<file path="src/rtl/irrig_pkg.sv">
// Shared irrigation definitions: scheduler state encoding, zone count default
// and small helpers used by the scheduler and the per-zone FSMs.
package irrig_pkg;

   localparam int NZONES_DEFAULT = 4;
   localparam int ZONE_IDX_W     = 3;
   localparam int RUN_CNT_MAX    = 127;

   typedef enum logic [1:0] {
      SCH_IDLE  = 2'd0,
      SCH_PRIME = 2'd1,
      SCH_RUN   = 2'd2,
      SCH_DEAD  = 2'd3
   } sched_state_t;

   function automatic int max_int(input int a, input int b);
      return (a > b) ? a : b;
   endfunction

endpackage

</file>
<file path="src/rtl/zone_scheduler_rr_arbiter.sv">
// Round-robin zone picker: searches upward from the zone after last_grant,
// wrapping at N, and reports the first requesting zone.
module rr_arbiter
   import irrig_pkg::*;
#(
   parameter int N = NZONES_DEFAULT
) (
   input  logic [N-1:0]            req,
   input  logic [ZONE_IDX_W-1:0]   last_grant,
   output logic                    found,
   output logic [ZONE_IDX_W-1:0]   index
);

   logic [2*N-1:0] doubled;
   logic [N-1:0]   rotated;

   // Rotate the request vector so bit 0 is the zone just after last_grant
   always_comb begin
      doubled = {req, req};
      rotated = N'(doubled >> (int'(last_grant) + 1));
   end

   // Lowest set bit of the rotated vector is the next zone in round-robin order
   always_comb begin
      found = 1'b0;
      index = '0;
      for (int i = 0; i < N; i++) begin
         if (!found && rotated[i]) begin
            found = 1'b1;
            index = ZONE_IDX_W'((int'(last_grant) + 1 + i) % N);
         end
      end
   end

endmodule

</file>
<file path="src/rtl/zone_scheduler.sv">
// Irrigation zone scheduler: grants one valve at a time round-robin, primes the
// line before starting the pump, limits run slices and enforces a dead time
// with pump off and all valves closed between grants.
module zone_scheduler
   import irrig_pkg::*;
#(
   parameter int NZONES     = NZONES_DEFAULT,
   parameter int PRIME_TIME = 2,
   parameter int DEAD_TIME  = 3
) (
   input  logic                  clk,
   input  logic                  rst_n,
   input  logic                  enable,
   input  logic [NZONES-1:0]     req,
   input  logic [6:0]            max_run,
   output logic [NZONES-1:0]     valve,
   output logic                  pump,
   output logic [2:0]            grant_zone,
   output logic [1:0]            state,
   output logic                  slice_expired
);

   // Counter is shared by PRIME, RUN and DEAD, so it must cover both the
   // 127-cycle run saturation and the longest prime/dead interval.
   localparam int CW = max_int(7, $clog2(max_int(PRIME_TIME, DEAD_TIME) + 1));
   localparam logic [CW-1:0] PRIME_LAST = CW'(PRIME_TIME - 1);
   localparam logic [CW-1:0] DEAD_LAST  = CW'(DEAD_TIME - 1);
   localparam logic [CW-1:0] RUN_SAT    = CW'(RUN_CNT_MAX);
   localparam logic [NZONES-1:0] ONE    = {{(NZONES-1){1'b0}}, 1'b1};

   sched_state_t        cur_state, next_state;
   logic [CW-1:0]       counter, next_counter;
   logic [NZONES-1:0]   next_valve;
   logic                next_pump;
   logic                next_expired;
   logic [2:0]          next_grant;
   logic [2:0]          last_grant, next_last;
   logic                arb_found;
   logic [2:0]          arb_index;
   logic                zone_req;
   logic                slice_hit;

   rr_arbiter #(.N(NZONES)) u_arbiter (
      .req        (req),
      .last_grant (last_grant),
      .found      (arb_found),
      .index      (arb_index)
   );

   assign state = cur_state;

   // Exit conditions: the granted zone's own request and the slice limit,
   // which uses >= so a lowered max_run takes effect at the next edge.
   always_comb begin
      zone_req  = |(req & (ONE << grant_zone));
      slice_hit = (max_run != 7'd0) && (counter >= (CW'(max_run) - CW'(1)));
   end

   // Next-state and next-output logic; everything drives registered outputs
   always_comb begin
      next_state   = cur_state;
      next_counter = counter;
      next_valve   = valve;
      next_pump    = pump;
      next_grant   = grant_zone;
      next_last    = last_grant;
      next_expired = 1'b0;
      case (cur_state)
         SCH_IDLE: begin
            next_valve = '0;
            next_pump  = 1'b0;
            if (enable && arb_found) begin
               next_valve   = ONE << arb_index;
               next_grant   = arb_index;
               next_last    = arb_index;
               next_counter = '0;
               next_state   = SCH_PRIME;
            end
         end
         SCH_PRIME: begin
            if (!enable || !zone_req) begin
               next_valve   = '0;
               next_pump    = 1'b0;
               next_counter = '0;
               next_state   = SCH_DEAD;
            end else if (counter == PRIME_LAST) begin
               next_pump    = 1'b1;
               next_counter = '0;
               next_state   = SCH_RUN;
            end else begin
               next_counter = counter + CW'(1);
            end
         end
         SCH_RUN: begin
            if (!enable || !zone_req || slice_hit) begin
               next_valve   = '0;
               next_pump    = 1'b0;
               next_counter = '0;
               next_expired = slice_hit && enable && zone_req;
               next_state   = SCH_DEAD;
            end else if (counter < RUN_SAT) begin
               next_counter = counter + CW'(1);
            end
         end
         SCH_DEAD: begin
            next_valve = '0;
            next_pump  = 1'b0;
            if (counter == DEAD_LAST) begin
               next_counter = '0;
               next_state   = SCH_IDLE;
            end else begin
               next_counter = counter + CW'(1);
            end
         end
         default: begin
            next_valve   = '0;
            next_pump    = 1'b0;
            next_counter = '0;
            next_state   = SCH_IDLE;
         end
      endcase
   end

   // State and output registers; reset closes valves and stops the pump at once
   always_ff @(posedge clk or negedge rst_n) begin
      if (!rst_n) begin
         cur_state     <= SCH_IDLE;
         counter       <= '0;
         valve         <= '0;
         pump          <= 1'b0;
         slice_expired <= 1'b0;
         grant_zone    <= '0;
         last_grant    <= 3'(NZONES - 1);
      end else begin
         cur_state     <= next_state;
         counter       <= next_counter;
         valve         <= next_valve;
         pump          <= next_pump;
         slice_expired <= next_expired;
         grant_zone    <= next_grant;
         last_grant    <= next_last;
      end
   end

endmodule

</file>
<file path="config.mk">
export PLATFORM = sky130hd
export DESIGN_NAME = zone_scheduler
export DESIGN_NICKNAME = d
export VERILOG_FILES = /design/src/rtl/irrig_pkg.sv /design/src/rtl/zone_scheduler_rr_arbiter.sv /design/src/rtl/zone_scheduler.sv
export SDC_FILE = /design/constraint.sdc
export NUM_CORES = 1
export LEC_CHECK = 0
export CAP_MARGIN = 10
export CORE_ASPECT_RATIO = 1.25
export CORE_UTILIZATION = 53
export DETAILED_ROUTE_END_ITERATION = 10
export HOLD_SLACK_MARGIN = 0.1
export PLACE_DENSITY = 0.79
export RECOVER_POWER = 50
export SLEW_MARGIN = 40
export SYNTH_ARGS = -nofsm -noshare
export SYNTH_HDL_FRONTEND = slang
export SYNTH_SLANG_ARGS = --single-unit
export TNS_END_PERCENT = 5
</file>
<file path="constraint.sdc">
create_clock -name clk -period 3.2 [get_ports clk]
set_clock_uncertainty 0.15 [all_clocks]
set_input_delay 0.96 -clock clk [delete_from_list [all_inputs] [get_ports clk]]
set_output_delay 0.96 -clock clk [all_outputs]
set_load 0.02 [all_outputs]
</file>
==> flow_metrics.env <==
export IMPL_gr_usage_all_layers=0.266
export IMPL_clockPowerShare=0.093
export IMPL_antenna_found_initial=0
export IMPL_clk_latency_ps=300
export IMPL_place_hpwl_mm=2.71
export IMPL_timing_fmax_mhz=318
export IMPL_syn_inst=154
export IMPL_seq_area_frac_synth=0.317
export IMPL_power_frac_seq=0.292
export IMPL_synth_warnings=0
export IMPL_crit_type="in -> reg"
export IMPL_p_sw_frac=0.426
export IMPL_synth_fp_nets=185
export IMPL_dp_cells=229
export IMPL_crit_path_end_kind="flip-flop"
export IMPL_fin_crit_ps=3140
export IMPL_gp_congestion=0.820
export IMPL_cap_violations=0
export IMPL_yosys_area_share_simple=0.214
export IMPL_n_fill_cell=183
export IMPL_combPwrFrac=0.615
export IMPL_pre_cts_slack_ps=-691
export IMPL_setup_viol=0
export IMPL_nets=234
export IMPL_synth_main_ff_cell="dfrtp_1"
export IMPL_status="finished clean"
export IMPL_cts_tree="done"
export IMPL_synthAdderAreaFrac=0.141
export IMPL_grt_pass1_vias=1425
export IMPL_grt_max_degree=20
export IMPL_cts_sinks=19
export IMPL_synth_mux_area_frac=0.0730
export IMPL_hold_viol_final=0
export IMPL_slew_headroom=0.311
export IMPL_p_leak_nw=0.992
export IMPL_fin_util=0.788
export IMPL_reg2reg_depth=9
export IMPL_numCtsBuffers=3
export IMPL_synthesis_area_sq_um=1510
export IMPL_syn2layout_area_growth_pct=40.0
export IMPL_cts_htree_levels=1
export IMPL_coreArea_sq_um=2680
export IMPL_via_count=1388
export IMPL_diodes=0
export IMPL_dieArea_sq_um=3060
export IMPL_first_pass_iters=4
export IMPL_ir_worst_vdd_mv=0.657
export IMPL_synth_xor_area_share=0.0290
export IMPL_cp_start_kind="input port"
export IMPL_routed_wl_mm=3.83
export IMPL_clk_pin_slew_worst_paths_ps=110
export IMPL_wl_per_cell_um=16.2
export IMPL_synth_compound_area_frac=0.188
export IMPL_grt_pass1_wl_mm=6.11
export IMPL_async_flop_share=1.00
export IMPL_slew_viol_final=0
export IMPL_clockRootBuffer="clkbuf_4"
export IMPL_die_width_um=49.7
export IMPL_worst_pin_slew_ps=1030
export IMPL_cp_required_ps=3230
export IMPL_final_layout_size_suffix_gt1_frac=0.347
export IMPL_vias_per_cell=5.88
export IMPL_synth_cell_types=46
export IMPL_ios=25
export IMPL_ctsLongestPathBuffers=2
export IMPL_power_mw=1.34
export IMPL_initial_core_util=0.563
export IMPL_dr_first_iter_drc_count=29
export IMPL_min_path_type="reg -> reg"
export IMPL_postCtsHoldBufs=0
export IMPL_switchingPower_mw=0.569
export IMPL_final_common_cell="buf_4"
export IMPL_power_per_cell_area_nw_per_um2=633
export IMPL_place_area_sq_um=1920
export IMPL_worstPathMaxFanout=7
export IMPL_ys_ff_latch=19
export IMPL_io_buffers=23
export IMPL_stdcell_area_sq_um=2110
export IMPL_min_path_cells=1
export IMPL_synth_area_per_cell_sq_um=9.79
export IMPL_worstPathArrival_ps=3170
export IMPL_setup_slack_ps=58.1
export IMPL_layout_common_cells="buf_4, dfrtp_1, nor2_1, ha_1, clkdlybuf4s50_1"
export IMPL_postRouteAntennaNets=0
export IMPL_drcViolationCount=0
export IMPL_synth_edf_count=0
export IMPL_gr_total_overflow=0
export IMPL_rows=21
export IMPL_whs_ps=378
export IMPL_totalNegativeSetupSlack_ps=0
export IMPL_synth_top_family_by_area="simple AND/OR/NAND/NOR gates"
export IMPL_fin_crit_sh=0.982
export IMPL_die_y_um=61.6
export IMPL_p_int_mw=0.768
export IMPL_instances_no_fill=236
[power by group through the flow]
stage	Sequential [mW]	Combinational [mW]	Clock (mW)
global placement	0.381	0.675	0
finish	0.390	0.823	0.124
global route	0.400	0.886	0.134
detailed placement	0.388	0.705	0
floorplan	0.411	0.444	0
CTS	0.387	0.800	0.128
[critical path, stage by stage]
cell,delay (ps)
clkbuf_2,110
nor3_2,220
nor2b_4,200
xnor2_2,80
ha_1,320
a21o_1,170
a21oi_2,180
o21bai_2,140
o31ai_4,340
nor3_4,120
a221o_1,350
[synth_stat cells (all sizes together) (3+ instances only)]
| library cell | instances | area (sq um) |
|---|---|---|
| nand2 | 10 | 40.0 |
| nand2b | 3 | 18.8 |
| nor2b | 5 | 31.3 |
| xnor2 | 5 | 43.8 |
| nor3 | 9 | 56.3 |
| nand3 | 7 | 35.0 |
| dfrtp | 17 | 425 |
| ha | 17 | 213 |
| a21o | 4 | 30.0 |
| a21oi | 4 | 20.0 |
| mux2 | 6 | 67.6 |
| nor2 | 17 | 63.8 |
| o31ai | 3 | 36.3 |
| a221o | 4 | 40.0 |
| inv | 11 | 41.3 |
[logic make-up (layout without fill, tap and decap cells)]
kind of cell    count (synthesis)  after routing
mux                             9              9
compound gates                 32             32
flops                          19             19
simple gates                   58             58
other cells                     1              1
fa+ha+maj                      17             17
xor+xnor                        5              5
buf+inv                        13             61
[layer usage]
layer | routed length, um | vias up | part of all wire | global-route usage
met1 | 1520 | 682 | 0.40 | 0.276
li1 | - | 651 | - | -
met3 | 100 | 12 | 0.026 | 0.0272
met5 | 0 | - | 0 | 0
met2 | 2120 | 43 | 0.55 | 0.523
met4 | 92 | 0 | 0.024 | 0.151
[state kept, by name, summed over array words and instances (netlist names)]
name           count
slice_expired      1
valve              4
last_grant         2
state              2
grant_zone         2
pump               1
counter            7
[area by class of cell]
type / count / area (sq um) / share of cell area
multi-input cells: 122 / 1130 / 0.537
flip-flops and latches: 19 / 478 / 0.226
repair buffers: 46 / 388 / 0.184
well taps: 34 / 42.5 / 0.0202
inverters: 11 / 41.3 / 0.0196
clock buffers: 3 / 22.5 / 0.0107
clock inverters: 1 / 5.00 / 0.00237
[worst paths after layout]
path | start | slack, ps | endpoint
min in group asynchronous | rst_n | 1200 | grant_zone[0]$_DFFE_PN0P_
max in group asynchronous | rst_n | 1080 | counter[2]$_DFFE_PN0P_
setup / recovery | max_run[2] | 60 | counter[5]$_DFFE_PN0P_
setup reg to reg | counter[0]$_DFFE_PN0P_ | 510 | valve[3]$_DFFE_PN0P_
hold / removal | valve[3]$_DFFE_PN0P_ | 380 | valve[3]$_DFFE_PN0P_
hold reg to reg | valve[3]$_DFFE_PN0P_ | 380 | valve[3]$_DFFE_PN0P_
[what timing repair did]
action,4_1_cts,5_1_grt
setup endpoints to repair,14,14
pin swaps,9,20
setup buffers,2,1
resized for setup,24,23
gates cloned,0,0
(Power assumes the default switching activity.)
